`src/rtl/sa_result_uart_framer_if.sv`:
```
// Result-word handshake from the systolic array plus the byte handshake to the 8N1 UART,
// bundled for the framer (slave side) and its environment (master side).
interface sa_result_uart_framer_if #(
  parameter int DATA_W = 32
);
  logic              res_valid;
  logic [DATA_W-1:0] res_data;
  logic              res_ready;
  logic [7:0]        tx_byte;
  logic              tx_send;
  logic              tx_done;

  modport master (
    output res_valid, res_data, tx_done,
    input  res_ready, tx_byte, tx_send
  );

  modport slave (
    input  res_valid, res_data, tx_done,
    output res_ready, tx_byte, tx_send
  );
endinterface

```
`src/rtl/sa_result_uart_framer.sv`:
```
// Buffers systolic-array result words and sends each as SYNC, data bytes LSB-first, CHECK.
// Define SA_FRAMER_CRC8_EN for a CRC-8 (poly 0x07) check byte; otherwise the check is an XOR.
module sa_result_uart_framer #(
  parameter int         DATA_W     = 32,
  parameter int         FIFO_DEPTH = 4,
  parameter logic [7:0] SYNC_BYTE  = 8'hA5
) (
  input  logic                   clk,
  input  logic                   reset,
  sa_result_uart_framer_if.slave bus,
  output logic                   busy_o,
  output logic                   overflow_o,
  output logic [15:0]            frames_sent_o
);
  localparam int NB    = DATA_W / 8;
  localparam int PTR_W = $clog2(FIFO_DEPTH);
  localparam int IDX_W = $clog2(NB + 2);
  localparam logic [IDX_W-1:0] IDX_NB  = IDX_W'(NB);
  localparam logic [IDX_W-1:0] IDX_ONE = IDX_W'(1);
  localparam logic [PTR_W:0]   PTR_ONE = {{PTR_W{1'b0}}, 1'b1};

  typedef enum logic [1:0] {IDLE = 2'd0, LOAD = 2'd1, SEND = 2'd2, WAIT = 2'd3} state_e;

  function automatic logic [7:0] check_fold(input logic [7:0] acc, input logic [7:0] data);
`ifdef SA_FRAMER_CRC8_EN
    logic [7:0] c;
    c = acc ^ data;
    for (int i = 0; i < 8; i++) begin
      if (c[7]) c = {c[6:0], 1'b0} ^ 8'h07;
      else      c = {c[6:0], 1'b0};
    end
    return c;
`else
    return acc ^ data;
`endif
  endfunction

  logic [DATA_W-1:0] fifo_q [FIFO_DEPTH];
  logic [PTR_W:0]    wr_ptr_q, wr_ptr_d, rd_ptr_q, rd_ptr_d;
  state_e            state_q, state_d;
  logic [DATA_W-1:0] shift_q, shift_d;
  logic [7:0]        check_q, check_d;
  logic [IDX_W-1:0]  idx_q, idx_d;
  logic [7:0]        tx_byte_q, tx_byte_d;
  logic              tx_send_q, tx_send_d;
  logic              busy_q, busy_d;
  logic              overflow_q, overflow_d;
  logic [15:0]       frames_q, frames_d;
  logic              empty_s, full_s, push_s, pop_s;

  // Extra pointer bit distinguishes full from empty when the indices coincide.
  assign empty_s = (wr_ptr_q == rd_ptr_q);
  assign full_s  = (wr_ptr_q[PTR_W] != rd_ptr_q[PTR_W]) &&
                   (wr_ptr_q[PTR_W-1:0] == rd_ptr_q[PTR_W-1:0]);
  assign push_s  = bus.res_valid && !full_s;
  assign pop_s   = (state_q == IDLE) && !empty_s;

  assign bus.res_ready = !full_s;
  assign bus.tx_byte   = tx_byte_q;
  assign bus.tx_send   = tx_send_q;
  assign busy_o        = busy_q;
  assign overflow_o    = overflow_q;
  assign frames_sent_o = frames_q;

  // Next-state and datapath for the frame sequencer and FIFO pointers.
  always_comb begin
    state_d    = state_q;
    shift_d    = shift_q;
    check_d    = check_q;
    idx_d      = idx_q;
    tx_byte_d  = tx_byte_q;
    tx_send_d  = 1'b0;
    frames_d   = frames_q;
    overflow_d = overflow_q | (bus.res_valid & full_s);
    case (state_q)
      IDLE: begin
        if (!empty_s) begin
          state_d = LOAD;
          shift_d = fifo_q[rd_ptr_q[PTR_W-1:0]];
          check_d = 8'h00;
          idx_d   = '0;
        end else begin
          state_d = IDLE;
        end
      end
      LOAD: begin
        tx_byte_d = SYNC_BYTE;
        tx_send_d = 1'b1;
        state_d   = SEND;
      end
      SEND: state_d = WAIT;
      WAIT: begin
        if (!bus.tx_done) begin
          state_d = WAIT;
        end else if (idx_q < IDX_NB) begin
          tx_byte_d = shift_q[7:0];
          check_d   = check_fold(check_q, shift_q[7:0]);
          shift_d   = {8'h00, shift_q[DATA_W-1:8]};
          idx_d     = idx_q + IDX_ONE;
          tx_send_d = 1'b1;
          state_d   = SEND;
        end else if (idx_q == IDX_NB) begin
          tx_byte_d = check_q;
          idx_d     = idx_q + IDX_ONE;
          tx_send_d = 1'b1;
          state_d   = SEND;
        end else begin
          frames_d = frames_q + 16'd1;
          state_d  = IDLE;
        end
      end
      default: state_d = IDLE;
    endcase
    wr_ptr_d = push_s ? (wr_ptr_q + PTR_ONE) : wr_ptr_q;
    rd_ptr_d = pop_s  ? (rd_ptr_q + PTR_ONE) : rd_ptr_q;
    busy_d   = (state_d != IDLE) || (wr_ptr_d != rd_ptr_d);
  end

  // State, pointers and registered outputs.
  always_ff @(posedge clk or posedge reset) begin
    if (reset) begin
      state_q    <= IDLE;
      wr_ptr_q   <= '0;
      rd_ptr_q   <= '0;
      shift_q    <= '0;
      check_q    <= 8'h00;
      idx_q      <= '0;
      tx_byte_q  <= 8'h00;
      tx_send_q  <= 1'b0;
      busy_q     <= 1'b0;
      overflow_q <= 1'b0;
      frames_q   <= 16'h0000;
    end else begin
      state_q    <= state_d;
      wr_ptr_q   <= wr_ptr_d;
      rd_ptr_q   <= rd_ptr_d;
      shift_q    <= shift_d;
      check_q    <= check_d;
      idx_q      <= idx_d;
      tx_byte_q  <= tx_byte_d;
      tx_send_q  <= tx_send_d;
      busy_q     <= busy_d;
      overflow_q <= overflow_d;
      frames_q   <= frames_d;
    end
  end

  // FIFO storage; validity is tracked by the pointers alone.
  always_ff @(posedge clk) begin
    if (push_s) fifo_q[wr_ptr_q[PTR_W-1:0]] <= bus.res_data;
  end
endmodule

```
`src/flat_wrapper.sv`:
```
// flat-port wrapper written by rule: the top's interface ports become plain ports
module sa_result_uart_framer_flat 
#(
  parameter int         DATA_W     = 32,
  parameter int         FIFO_DEPTH = 4,
  parameter logic [7:0] SYNC_BYTE  = 8'hA5
)
  (clk, reset, busy_o, overflow_o, frames_sent_o, bus_res_valid, bus_res_data, bus_tx_done, bus_res_ready, bus_tx_byte, bus_tx_send);
  sa_result_uart_framer_if #(.DATA_W(DATA_W)) bus_i ();
  input  logic clk;
  input  logic reset;
  output logic busy_o;
  output logic overflow_o;
  output logic [15:0] frames_sent_o;
  input wire logic [$bits(bus_i.res_valid)-1:0] bus_res_valid;
  input wire logic [$bits(bus_i.res_data)-1:0] bus_res_data;
  input wire logic [$bits(bus_i.tx_done)-1:0] bus_tx_done;
  output wire logic [$bits(bus_i.res_ready)-1:0] bus_res_ready;
  output wire logic [$bits(bus_i.tx_byte)-1:0] bus_tx_byte;
  output wire logic [$bits(bus_i.tx_send)-1:0] bus_tx_send;
  assign bus_i.res_valid = bus_res_valid;
  assign bus_i.res_data = bus_res_data;
  assign bus_i.tx_done = bus_tx_done;
  assign bus_res_ready = bus_i.res_ready;
  assign bus_tx_byte = bus_i.tx_byte;
  assign bus_tx_send = bus_i.tx_send;
  sa_result_uart_framer #(.DATA_W(DATA_W), .FIFO_DEPTH(FIFO_DEPTH), .SYNC_BYTE(SYNC_BYTE)) u_core (.clk(clk), .reset(reset), .bus(bus_i), .busy_o(busy_o), .overflow_o(overflow_o), .frames_sent_o(frames_sent_o));
endmodule
```
`config.mk`:
```
export PLATFORM = sky130hd
export DESIGN_NAME = sa_result_uart_framer_flat
export DESIGN_NICKNAME = d
export VERILOG_FILES = /design/src/rtl/sa_result_uart_framer_if.sv /design/src/rtl/sa_result_uart_framer.sv /design/src/flat_wrapper.sv
export SDC_FILE = /design/constraint.sdc
export NUM_CORES = 1
export LEC_CHECK = 0
export ABC_AREA = 1
export CORE_ASPECT_RATIO = 0.5
export CORE_MARGIN = 5
export CORE_UTILIZATION = 55
export CTS_BUF_LIST = sky130_fd_sc_hd__clkbuf_8
export DETAILED_ROUTE_END_ITERATION = 7
export PLACE_DENSITY = 0.79
export SYNTH_ARGS = -nofsm -noshare
export SYNTH_HDL_FRONTEND = slang
export SYNTH_SLANG_ARGS = --single-unit
```
`constraint.sdc`:
```
create_clock -name clk -period 2.9 [get_ports clk]
set_input_delay 0.58 -clock clk [delete_from_list [all_inputs] [get_ports clk]]
set_output_delay 0.58 -clock clk [all_outputs]
set_load 0.05 [all_outputs]
```
# --- Yosys cells after proc, flatten, opt, wreduce, memory -nomap -nowiden ---
# Memories as Yosys holds them, arrays and structs flattened.
# Index checks and enable logic that the tools add are counted.
word_totals:
  memories: 1
  ff_bits: 78
  out_inout_bits: 28
  ramBits: 128
  in_bits: 36
  wordCells: 78
classes:
  n_mux: 30
  n_eq_ne: 12
  n_bitwise: 5
  addsub: 4
  n_reduce_logical: 14
  magnitude_cmp: 1
memory_table:
  columns: ["memory", "depth", "width", "rd", "rd_clocked_by_memory_dff", "write_ports", "line_no", "source"]
  rows:
  - ["u_core.fifo_q", 4, 32, 1, 0, 1, "sa_result_uart_framer.sv:38", "logic [DATA_W-1:0] fifo_q [FIFO_DEPTH];"]
ops:
  columns: ["operator", "n"]
  rows:
  - ["32-bit two-way mux", 3]
  - ["32-bit one-hot mux with 2 select lines", 1]
  - ["8-bit two-way mux", 6]
  - ["8-bit one-hot mux with 2 select lines", 2]
  - ["3-bit two-way mux", 6]
  - ["16-bit by 1-bit adder with 16-bit output, second input constant", 1]
  - ["4-bit AND reduction", 3]
  - ["3-bit by 1-bit adder with 3-bit output, second input constant", 3]
  - ["2-bit one-hot mux with 4 select lines", 1]
  - ["8-bit bitwise XOR", 1]
  - ["1-bit two-way mux", 6]
  - ["2-bit two-way mux", 3]
  - ["3-bit one-hot mux with 2 select lines", 1]
  - ["2-bit nonzero test", 3]
  - ["2-bit equality test, second input constant", 2]
  - ["2-bit != test, second input constant", 2]
  - ["3-bit equality test", 1]
  - ["3-bit equality test, second input constant", 1]
  - ["1-bit logical AND", 3]
  - ["3-bit < comparator, second input constant", 1]
  - ["3-bit by 1-bit != test with 1-bit output, second input constant", 1]
  - ["3-bit != test", 1]
  - ["3-bit AND reduction", 1]
  - ["2-bit by 1-bit equality test with 1-bit output, second input constant", 1]
  - ["other kinds (10)", 12]

# --- Logic depth before layout (Yosys ltp) ---
# Gate-level depths: netlist (run 1).
depth:
  depth_word: 7
  mapped_depth: 12
  mapped_depth_nobuf: 12

# --- Worst setup path before layout (run 1) ---
# Ideal clock, no wire load.
synth_timing:
  kind: "register -> register"
  start: "register u_core.wr_ptr_q[0]"
  end: "memory u_core.fifo_q[0][0], enable pin"
  setup_time_ns: 0.421
  stages_incl_launch_ff: 7
  slack_ns: 0.024
  path_buffers: 0
  t_required_ns: 2.479
  arrival_ns: 2.455
  cell_sequence: "dfrtp_1 > inv_1 > nand2_1 > nand2_2 > nand3_4 > nand2_1 > nor2_1"
synth_via:
  elab_chain_cells: 6
synth_rtl:
  columns: ["item", "line_no", "source"]
  rows:
  - ["from (decl)", "sa_result_uart_framer.sv:39", "logic [PTR_W:0] wr_ptr_q, wr_ptr_d, rd_ptr_q, rd_ptr_d;"]
  - ["from (signal assigned)", "sa_result_uart_framer.sv:135", "wr_ptr_q <= wr_ptr_d;"]
  - ["2-bit equality test", "sa_result_uart_framer.sv:54", "(wr_ptr_q[PTR_W-1:0] == rd_ptr_q[PTR_W-1:0]);"]
  - ["1-bit logical AND", "sa_result_uart_framer.sv:53", "assign full_s = (wr_ptr_q[PTR_W] != rd_ptr_q[PTR_W]) &&"]
  - ["1-bit logical NOT", null, null]
  - ["via bus_res_ready", "flat_wrapper.sv:18", "output wire logic [$bits(bus_i.res_ready)-1:0] bus_res_ready;"]
  - ["1-bit logical AND", "sa_result_uart_framer.sv:55", "assign push_s = bus.res_valid && !full_s;"]
  - ["1-bit two-way mux", "sa_result_uart_framer.sv:150", "if (push_s) fifo_q[wr_ptr_q[PTR_W-1:0]] <= bus.res_data;"]
  - ["1-bit two-way mux (not written as such)", "sa_result_uart_framer.sv:150", null]
  - ["to (decl)", "sa_result_uart_framer.sv:38", null]
# The timed path passes the listed nets, and every way through them passes these cells.

# --- Worst setup path after layout (run 1) ---
layout_timing:
  start: "register u_core.frames_q[7], in the netlist u_core.frames_sent_o[7]"
  end: "output port frames_sent_o[7]"
layout_lines:
  columns: ["item", "line_no", "source"]
  rows:
  - ["from (decl)", "sa_result_uart_framer.sv:48", "logic [15:0] frames_q, frames_d;"]
  - ["from (signal assigned)", "sa_result_uart_framer.sv:144", "frames_q <= frames_d;"]
  - ["to (decl)", "flat_wrapper.sv:14", "output logic [15:0] frames_sent_o;"]
# No word-level cell between the ends.

==> metrics.txt, run 1 <==
Post-Route Skew 0.0201 ns; CTS resizes 0; worst min path class in -> async; initial cell density of the core 0.559; DIE AREA 0.0184 mm²; Yosys warning count 0; Max clock buf depth 3; Post-Synth Simple-Gate Area 0.124; Routed WL per cell 16.2 µm; vias in the first global route 5647; P_sw 3.97 mW; proportion of power drawn by flip-flops and latches 0.423; fin util 0.652; asr flop ratio synth 0.379; ant diodes 0; Final Hold Viols 0; Worst-path clk slew 0.07 ns; main combinational cell family by area after synthesis simple AND/OR/NAND/NOR gates; Worst Path Class, Setup reg -> out; layout cells sized above 1 0.0952; Port-buffer cells 63; adder-cell share of the synthesized area 0.0116; syn_nets 800; postcts setup bufs 0; Post-Syn Instances 756; Via density 5.40; leak pwr 3.97 nW; WP data arrival 1.86 ns; family with the most delay on the worst path buffers and inverters; CTS Buf Count 29; Crit Path Max Fanout 5; WP buf/inv 1; # clock sinks 206; Worst-Margin Slew 0.671 ns; initial antenna violation count 0; Max-slew headroom 0.552; H-tree levels 1; Synth Area in XOR/XNOR 0.0234; Cell Rows 32; Max stage delay on crit path 0.85 ns; Power Density 1010 mW/mm²; Internal 6.17 mW; maxcap violations 0; fraction of synthesized area in multiplexers 0; clock share of power 0.206; syn avg cell area 11.4 µm²; Main synth FF type edfxtp_1; GRT Overall Usage 0.187; Post-CTS Hold Buffers 0; antenna viol nets, final 0; Tcrit/Tclk final 0.842; Setup TNS Final 0 ns; Horiz. Die Dim 187 µm; top-area cell type share of the netlist area 0.447; Critical Path Sink Type output pin; grt ovf 0; largest net degree at the start of global routing 67; CP required 2.32 ns; Max IR drop VDD 0.000454 V; Area Growth Syn to Fin 16.7%; Startpoint Class flop; CTS root buf clkbuf_8; Ports 64; Finish-stage setup viols 0; routed wire length 17.1 mm; Net Sw Frac 0.391; post-synthesis compound-gate area fraction 0.116; vias 5692; Synth Register Bits 206; area leader, netlist edfxtp_1; drt pass-1 iters 4; Pins Over Slew Limit 0; f_max 409 MHz; Yosys cell types 37; # DRC 0; first-pass GRT wire length 28.4 mm; Final Net Count 872; final hold slack 0.419 ns; post-synthesis sequential area ratio 0.674; CP cell instances clkdlybuf4s50_1; commonest non-fill, non-tap cells in the layout edfxtp_1 (128), nand2_1 (100), nor2_1 (96), o21ai_0 (83), dfrtp_1 (77); GPL Wtd Cong 0.798; most common cell after layout, fill and taps aside edfxtp_1; crit path max-delay cell type clkdlybuf4s50_1; Final Critical Period 2.44 ns; clk_lat worst skew 0.55 ns; CORE AREA 0.0154 mm²; DR iter-0 viols 446; number of enable flip-flop cells after synthesis 128; hpwl dp 10.3 mm; status finished clean; die height 98.4 µm; CTS tree done; Synth Cell Area 0.00860 mm²; RSZ-0062 raised after global routing false; Synth area leaders edfxtp_1 (45%), dfrtp_1 (23%), o21ai_0 (4.8%); Comb power frac 0.371
-- stage by stage --
stage          cell area (µm²)  setup slack (ns)  total power, mW  instances
6_report                 10000             0.457             10.1       1055
5_1_grt                  10000             0.386             10.9       1055
4_1_cts                  10000             0.428             10.2       1055
3_5_place_dp              9490             0.656             8.09       1001
3_3_place_gp              9490             0.723             7.96       1001
2_1_floorplan             8600            0.0236             6.99        756
-- kinds of logic (layout without fill, tap and decap cells) --
family / count (synthesis) / in the layout
simple gates: 241 / 241
xor+xnor: 23 / 23
flops: 206 / 206
compound gates: 175 / 175
fa+ha+maj: 8 / 8
buf+inv: 103 / 198
-- worst paths after layout --
| path | startpoint | end | slack (ns) | cells after the start |
|---|---|---|---|---|
| min in group clk | u_core.overflow_o | u_core.overflow_o | 0.48 | 1 |
| worst min register to register | u_core.overflow_o | u_core.overflow_o | 0.48 | 1 |
| worst max-delay path | u_core.frames_sent_o[7] | frames_sent_o[7] | 0.46 | 1 |
| worst max register to register | u_core.wr_ptr_q[0] | u_core.fifo_q[2][25] | 0.94 | 7 |
| worst min-delay path | reset | u_core.bus.tx_byte[6] | 0.42 | 2 |
| max in group asynchronous | reset | u_core.rd_ptr_q[0] | 1.86 | 3 |
-- sequential cells by signal (all words and copies together), names as in the netlist, 2 cells and up --
name	count
u_core.fifo_q	128
u_core.shift_q	32
u_core.frames_sent_o	16
u_core.bus.tx_byte	8
u_core.check_q	8
u_core.idx_q	3
u_core.rd_ptr_q	3
u_core.wr_ptr_q	3
u_core.state_q	2
-- Yosys cell counts (4+ instances only) --
master,count
ha_1,8
buf_6,5
o21ai_0,83
o21ai_1,19
xor2_1,16
edfxtp_1,128
o22ai_1,34
nand4_1,4
nor3_1,4
nor3_2,4
a21oi_1,8
xnor2_1,7
dfrtp_1,78
nor2_1,100
nand3_1,13
o211ai_1,24
buf_2,7
nand2_1,100
clkbuf_1,21
inv_2,6
inv_1,61
nand2_2,5
-- per-layer routing --
layer	vias up	track usage	share of wire
met1	2757	0.260	0.46
met2	153	0.312	0.47
met3	19	0.0389	0.059
li1	2763	-	-
met4	0	0.0398	0.015
met5	-	0	0
-- power by group through the flow --
stage / clock network (mW) / logic [mW] / registers [mW]
global route: 2.30 / 4.20 / 4.36
detailed placement: 0 / 3.75 / 4.34
global placement: 0 / 3.64 / 4.32
finish: 2.09 / 3.76 / 4.29
CTS: 2.13 / 3.78 / 4.29
floorplan: 0 / 2.44 / 4.55
-- layout make-up --
type / instances / area, µm²
clock buffers: 32 / 440
clock inverters: 22 / 97.6
fillers: 1164 / 5350
inverters: 69 / 262
multi-input cells: 447 / 2370
flip-flops and latches: 206 / 5800
well taps: 204 / 255
repair buffers: 75 / 806
Note: power is estimated with default switching activity, not from simulation.
==> run 2: changes to the inputs <==
Settings changed: CORE_UTILIZATION 55 to 61, PLACE_DENSITY 0.79 to 0.83.
Clock period 2.9 ns to 2.4 ns, I/O delays scaled along.
==> run 2 against run 1 <==
Register-to-register slack worse by 0.49 ns. Largest power group unchanged. Largest cell class unchanged. Critical path depth did not move. Global-route usage rose by 2.7 points. Setup slack worse by 0.39 ns. Sequential power is 21% higher. Final cell count is 0.85% lower. Critical endpoint unchanged.
==> metrics.txt, run 2 (same netlist as run 1, synthesis figures left out) <==
status finished clean; number of fill cells 921 (-21%); Routed WL per cell 16.7 µm (+2.5%); Final Critical Period 2.33 ns; Max stage delay on crit path 0.85 ns (about the same); Cell Rows 30 (-6.3%); grt ovf 0 (unchanged); GPL Wtd Cong 0.887 (+11%); routed wire length 17.4 mm (+1.7%); Setup TNS Final 0 ns (unchanged); CP cell instances clkdlybuf4s50_1; Max clock buf depth 3 (unchanged); Worst-Margin Slew 0.659 ns (-0.0128 ns); Horiz. Die Dim 178 µm (-4.8%); Area Growth Syn to Fin 16.5%; initial antenna violation count 0 (unchanged); RSZ-0062 raised after global routing false; Tot Pwr 12.2 mW (+21%); largest net degree at the start of global routing 79 (+18%); vias in the first global route 5705 (+1.0%); CTS Buf Count 28 (-3.4%); f_max 428 MHz; layout cells sized above 1 0.102 (+0.00669); ant diodes 0 (unchanged); maxcap violations 0 (unchanged); Startpoint Class flop; crit path max-delay cell type clkdlybuf4s50_1; Max IR drop VDD 0.000503 V (+11%); Tcrit/Tclk final 0.972; fin util 0.733 (+0.0807); CTS tree done; worst min path class in -> async; postcts setup bufs 0 (unchanged); Critical Path Sink Type output pin; Final Hold Viols 0 (unchanged); final worst slack 0.0661 ns (-0.391 ns); Max-slew headroom 0.561 (+0.00854); Worst-path clk slew 0.07 ns (about the same); family with the most delay on the worst path buffers and inverters; pre-CTS setup slack 0.248 ns (-0.408 ns); commonest non-fill, non-tap cells in the layout edfxtp_1 (128), nand2_1 (100), nor2_1 (96), o21ai_0 (83), dfrtp_1 (78); Post-CTS Hold Buffers 0 (unchanged); WP data arrival 1.85 ns (about the same); CTS root buf clkbuf_8; placed cell areas 0.00949 mm² (about the same); DR iter-0 viols 563 (+26%); Port-buffer cells 63 (unchanged); DIE AREA 0.0167 mm² (-9.1%); Pins Over Slew Limit 0 (unchanged); drt pass-1 iters 5 (+1); Final Net Count 877 (+0.57%); CP required 1.92 ns (-0.40 ns); leak pwr 3.98 nW (+0.45%); # clock sinks 206 (unchanged); Post-Route Skew 0.00859 ns (-0.0115 ns); die height 93.9 µm (-4.5%); Final Cell Area 0.0100 mm² (-0.14%); H-tree levels 1 (unchanged); antenna viol nets, final 0 (unchanged); Worst Path Class, Setup reg -> out; Ports 64 (unchanged); WP buf/inv 1 (unchanged); # DRC 0 (unchanged); Crit Path Max Fanout 5 (unchanged); most common cell after layout, fill and taps aside edfxtp_1; Via density 5.54 (+2.8%); Power Density 1220 mW/mm² (+21%); CORE AREA 0.0137 mm² (-11%); max reg flops 128 (unchanged); first-pass GRT wire length 28.6 mm (+0.93%); CTS resizes 0 (unchanged); clk_lat worst skew 0.54 ns (about the same); GRT Overall Usage 0.215 (+0.0273); hpwl dp 11.0 mm (+6.7%); Finish-stage setup viols 0 (unchanged); vias 5799 (+1.9%); initial cell density of the core 0.629 (+0.0700)
==> run 2: cell types whose count changed in the layout (fill, tap and decap cells not counted) <==
cell	delta
buf_12	-3
buf_4	+9
clkbuf_8	+1
clkinv_1	-5
clkinvlp_4	+1
dfrtp_1	+1
dfrtp_2	-1
inv_1	+1
inv_8	-1
==> run 2: cell type report <==
type                    count  area, µm²  share of cell area
inverters                  69        264              0.0264
repair buffers             81        813              0.0812
flip-flops and latches    206       5800               0.579
well taps                 192        240              0.0240
multi-input cells         447       2370               0.237
clock buffers              33        454              0.0453
clock inverters            18       76.3             0.00762
==> run 2: metal layers <==
layer | vias up | track usage | wire length, µm | part of all wire
met2 | 193 | 0.345 | 8140 | 0.47
met5 | - | 0 | 0 | 0
met4 | 0 | 0.0476 | 197 | 0.011
met1 | 2822 | 0.311 | 7930 | 0.46
li1 | 2764 | - | - | -
met3 | 20 | 0.0374 | 1160 | 0.066
==> run 2: power by group <==
| group | switching [mW] | leakage [nW] | total [mW] | internal [mW] |
|---|---|---|---|---|
| combinational | 3.08 | 1.53 | 4.56 | 1.47 |
| clock | 1.25 | 0.321 | 2.50 | 1.25 |
| sequential | 0.409 | 2.13 | 5.18 | 4.77 |
| total | 4.74 | 3.98 | 12.2 | 7.50 |
==> run 2: through the flow <==
step	hold slack [ns]	instances
finish	0.399	1046
global route	0.439	1046
CTS	0.413	1046
detailed placement	0.466	995
global placement	0.459	995
floorplan	0.486	756
==> run 2: final timing paths <==
kind,startpoint,end,slack (ns),cells past startpoint
setup reg to reg,u_core.wr_ptr_q[0],u_core.fifo_q[1][25],0.45,7
max in group asynchronous,reset,u_core.shift_q[24],1.66,3
hold / removal,reset,u_core.bus.tx_byte[6],0.40,3
hold reg to reg,u_core.overflow_o,u_core.overflow_o,0.48,1
setup / recovery,u_core.frames_sent_o[7],frames_sent_o[7],0.07,1
min in group clk,u_core.overflow_o,u_core.overflow_o,0.48,1
==> run 3: changes to the inputs <==
Settings changed: CAP_MARGIN from default to 0, CTS_CLUSTER_DIAMETER from default to 30.
==> run 3 against run 2 <==
Cell area is 1.1% higher. Combinational power about the same. Largest cell class unchanged. Global-route usage increased by 0.29 points. Highest routed layer unchanged. Clock skew rose by 0.0056 ns. Critical path type unchanged.
==> metrics.txt, run 3 (same netlist as run 1, synthesis figures left out) <==
status finished clean; vias 5869 (+1.2%); routed wire length 17.6 mm (+0.83%); RR Startpoint u_core.wr_ptr_q[0]; Post-Route Skew 0.0142 ns (+0.00560 ns); H-tree levels 1 (unchanged); GPL Wtd Cong 0.887 (unchanged); Routed WL per cell 16.7 µm (+0.44%); maxcap violations 0 (unchanged); Post-Layout Cell Count 1050 (+0.38%); CTS root buf clkbuf_8; Worst-Margin Slew 0.672 ns (+0.0139 ns); Cell Rows 30 (unchanged); Crit Path Max Fanout 4 (-1); Post-CTS Hold Buffers 0 (unchanged); Ports 64 (unchanged); hpwl dp 11.0 mm (unchanged); Max stage delay on crit path 0.84 ns (about the same); Cells after DPL 995 (unchanged); DR iter-0 viols 481 (-15%); drt pass-1 iters 5 (unchanged); Final Cell Area 0.0101 mm² (+1.1%); Pins Over Slew Limit 0 (unchanged); RSZ-0062 raised after global routing false; vias in the first global route 5772 (+1.2%); final worst slack 0.0734 ns (+0.00733 ns); first-pass GRT wire length 28.9 mm (+1.1%); GRT Overall Usage 0.217 (+0.00286); CP required 1.92 ns (about the same); initial cell density of the core 0.629 (unchanged); Tcrit/Tclk final 0.969 (-0.00305); most common cell after layout, fill and taps aside edfxtp_1; Reg-to-Reg End u_core.fifo_q[1][25]; Final Net Count 879 (+0.23%); placed cell areas 0.00949 mm² (unchanged); Startpoint Class flop; WP buf/inv 1 (unchanged); Max-slew headroom 0.552 (-0.00926); grt ovf 0 (unchanged); Worst-path clk slew 0.07 ns (about the same); max reg flops 128 (unchanged); largest net degree at the start of global routing 79 (unchanged); CORE AREA 0.0137 mm² (unchanged); Critical Path Sink Type output pin; CP cell instances clkdlybuf4s50_1; Worst Path Class, Setup reg -> out; DIE AREA 0.0167 mm² (unchanged); FF-to-FF path depth 7 (unchanged); Final Critical Period 2.33 ns (-0.00733 ns); R2R setup slack 0.43 ns (-0.02 ns); ant diodes 0 (unchanged); postcts setup bufs 0 (unchanged); Final Hold Viols 0 (unchanged); initial antenna violation count 0 (unchanged); die height 93.9 µm (unchanged); Area Growth Syn to Fin 17.8%; Finish-stage setup viols 0 (unchanged); clk_lat worst skew 0.56 ns (+0.02 ns); Max IR drop VDD 0.000535 V (+6.5%); antenna viol nets, final 0 (unchanged); CTS Buf Count 30 (+7.1%); commonest non-fill, non-tap cells in the layout edfxtp_1 (128), nand2_1 (100), nor2_1 (96), o21ai_0 (83), dfrtp_1 (78); pre-CTS setup slack 0.248 ns (unchanged); CTS tree done; family with the most delay on the worst path buffers and inverters; worst min path class in -> async; Power Density 1250 mW/mm² (+2.6%); Via density 5.59 (+0.82%); crit path max-delay cell type clkdlybuf4s50_1; leak pwr 4.04 nW (+1.4%); # DRC 0 (unchanged); Setup TNS Final 0 ns (unchanged); Port-buffer cells 63 (unchanged); # clock sinks 206 (unchanged); Max clock buf depth 3 (unchanged); WP data arrival 1.85 ns (about the same); layout cells sized above 1 0.107 (+0.00535); CTS resizes 0 (unchanged); Horiz. Die Dim 178 µm (unchanged); f_max 430 MHz (+0.32%)
==> run 3: cell count changes in the layout (fill, tap and decap cells not counted), sizes merged <==
cell	change
bufinv	+3
clkbuf	+1
clkdlybuf4s50	-2
clkinv	+4
dlymetal6s2s	+2
inv	-4
==> run 3: per-layer routing <==
metal | routed length [µm] | vias to the layer above | global-route usage
met5 | 0 | - | 0
met3 | 1190 | 19 | 0.0422
met4 | 171 | 0 | 0.0559
li1 | - | 2774 | -
met1 | 7950 | 2876 | 0.308
met2 | 8240 | 200 | 0.352
==> run 3: layout make-up <==
class                           instances  area, µm²
Fill cell                             928       3530
Tap cell                              192        240
Clock buffer                           34        468
Sequential cell                       206       5800
Clock inverter                         21        171
Multi-Input combinational cell        447       2370
Inverter                               69        264
Timing Repair Buffer                   81        818
==> run 3: worst max-delay path by stage <==
stage                     slack [ns]                    to                     from  depth (start not counted)
final                           0.07      frames_sent_o[8]  u_core.frames_sent_o[8]                          1
after global routing            0.01      frames_sent_o[5]  u_core.frames_sent_o[5]                          1
after CTS                       0.03      frames_sent_o[7]  u_core.frames_sent_o[7]                          1
after detailed placement        0.25  u_core.fifo_q[1][25]            bus_res_valid                          4
after global placement          0.30  u_core.fifo_q[1][25]            bus_res_valid                          4
after floorplan                -0.48   u_core.fifo_q[0][0]       u_core.wr_ptr_q[0]                          6
==> run 3: power by group <==
group          switching, mW  total (mW)  leakage [nW]  internal, mW
clock                   1.32        2.94         0.358          1.63
sequential             0.403        5.17          2.13          4.77
combinational           3.10        4.58          1.55          1.48
==> run 3: through the flow <==
| stage | util | power [mW] | hold WS, ns |
|---|---|---|---|
| 2_1_floorplan | - | 8.45 | 0.486 |
| 3_3_place_gp | 0.694 | 9.58 | 0.459 |
| 3_5_place_dp | 0.694 | 9.77 | 0.466 |
| 4_1_cts | 0.741 | 12.7 | 0.394 |
| 5_1_grt | 0.741 | 13.5 | 0.411 |
| 6_report | 0.741 | 12.7 | 0.396 |
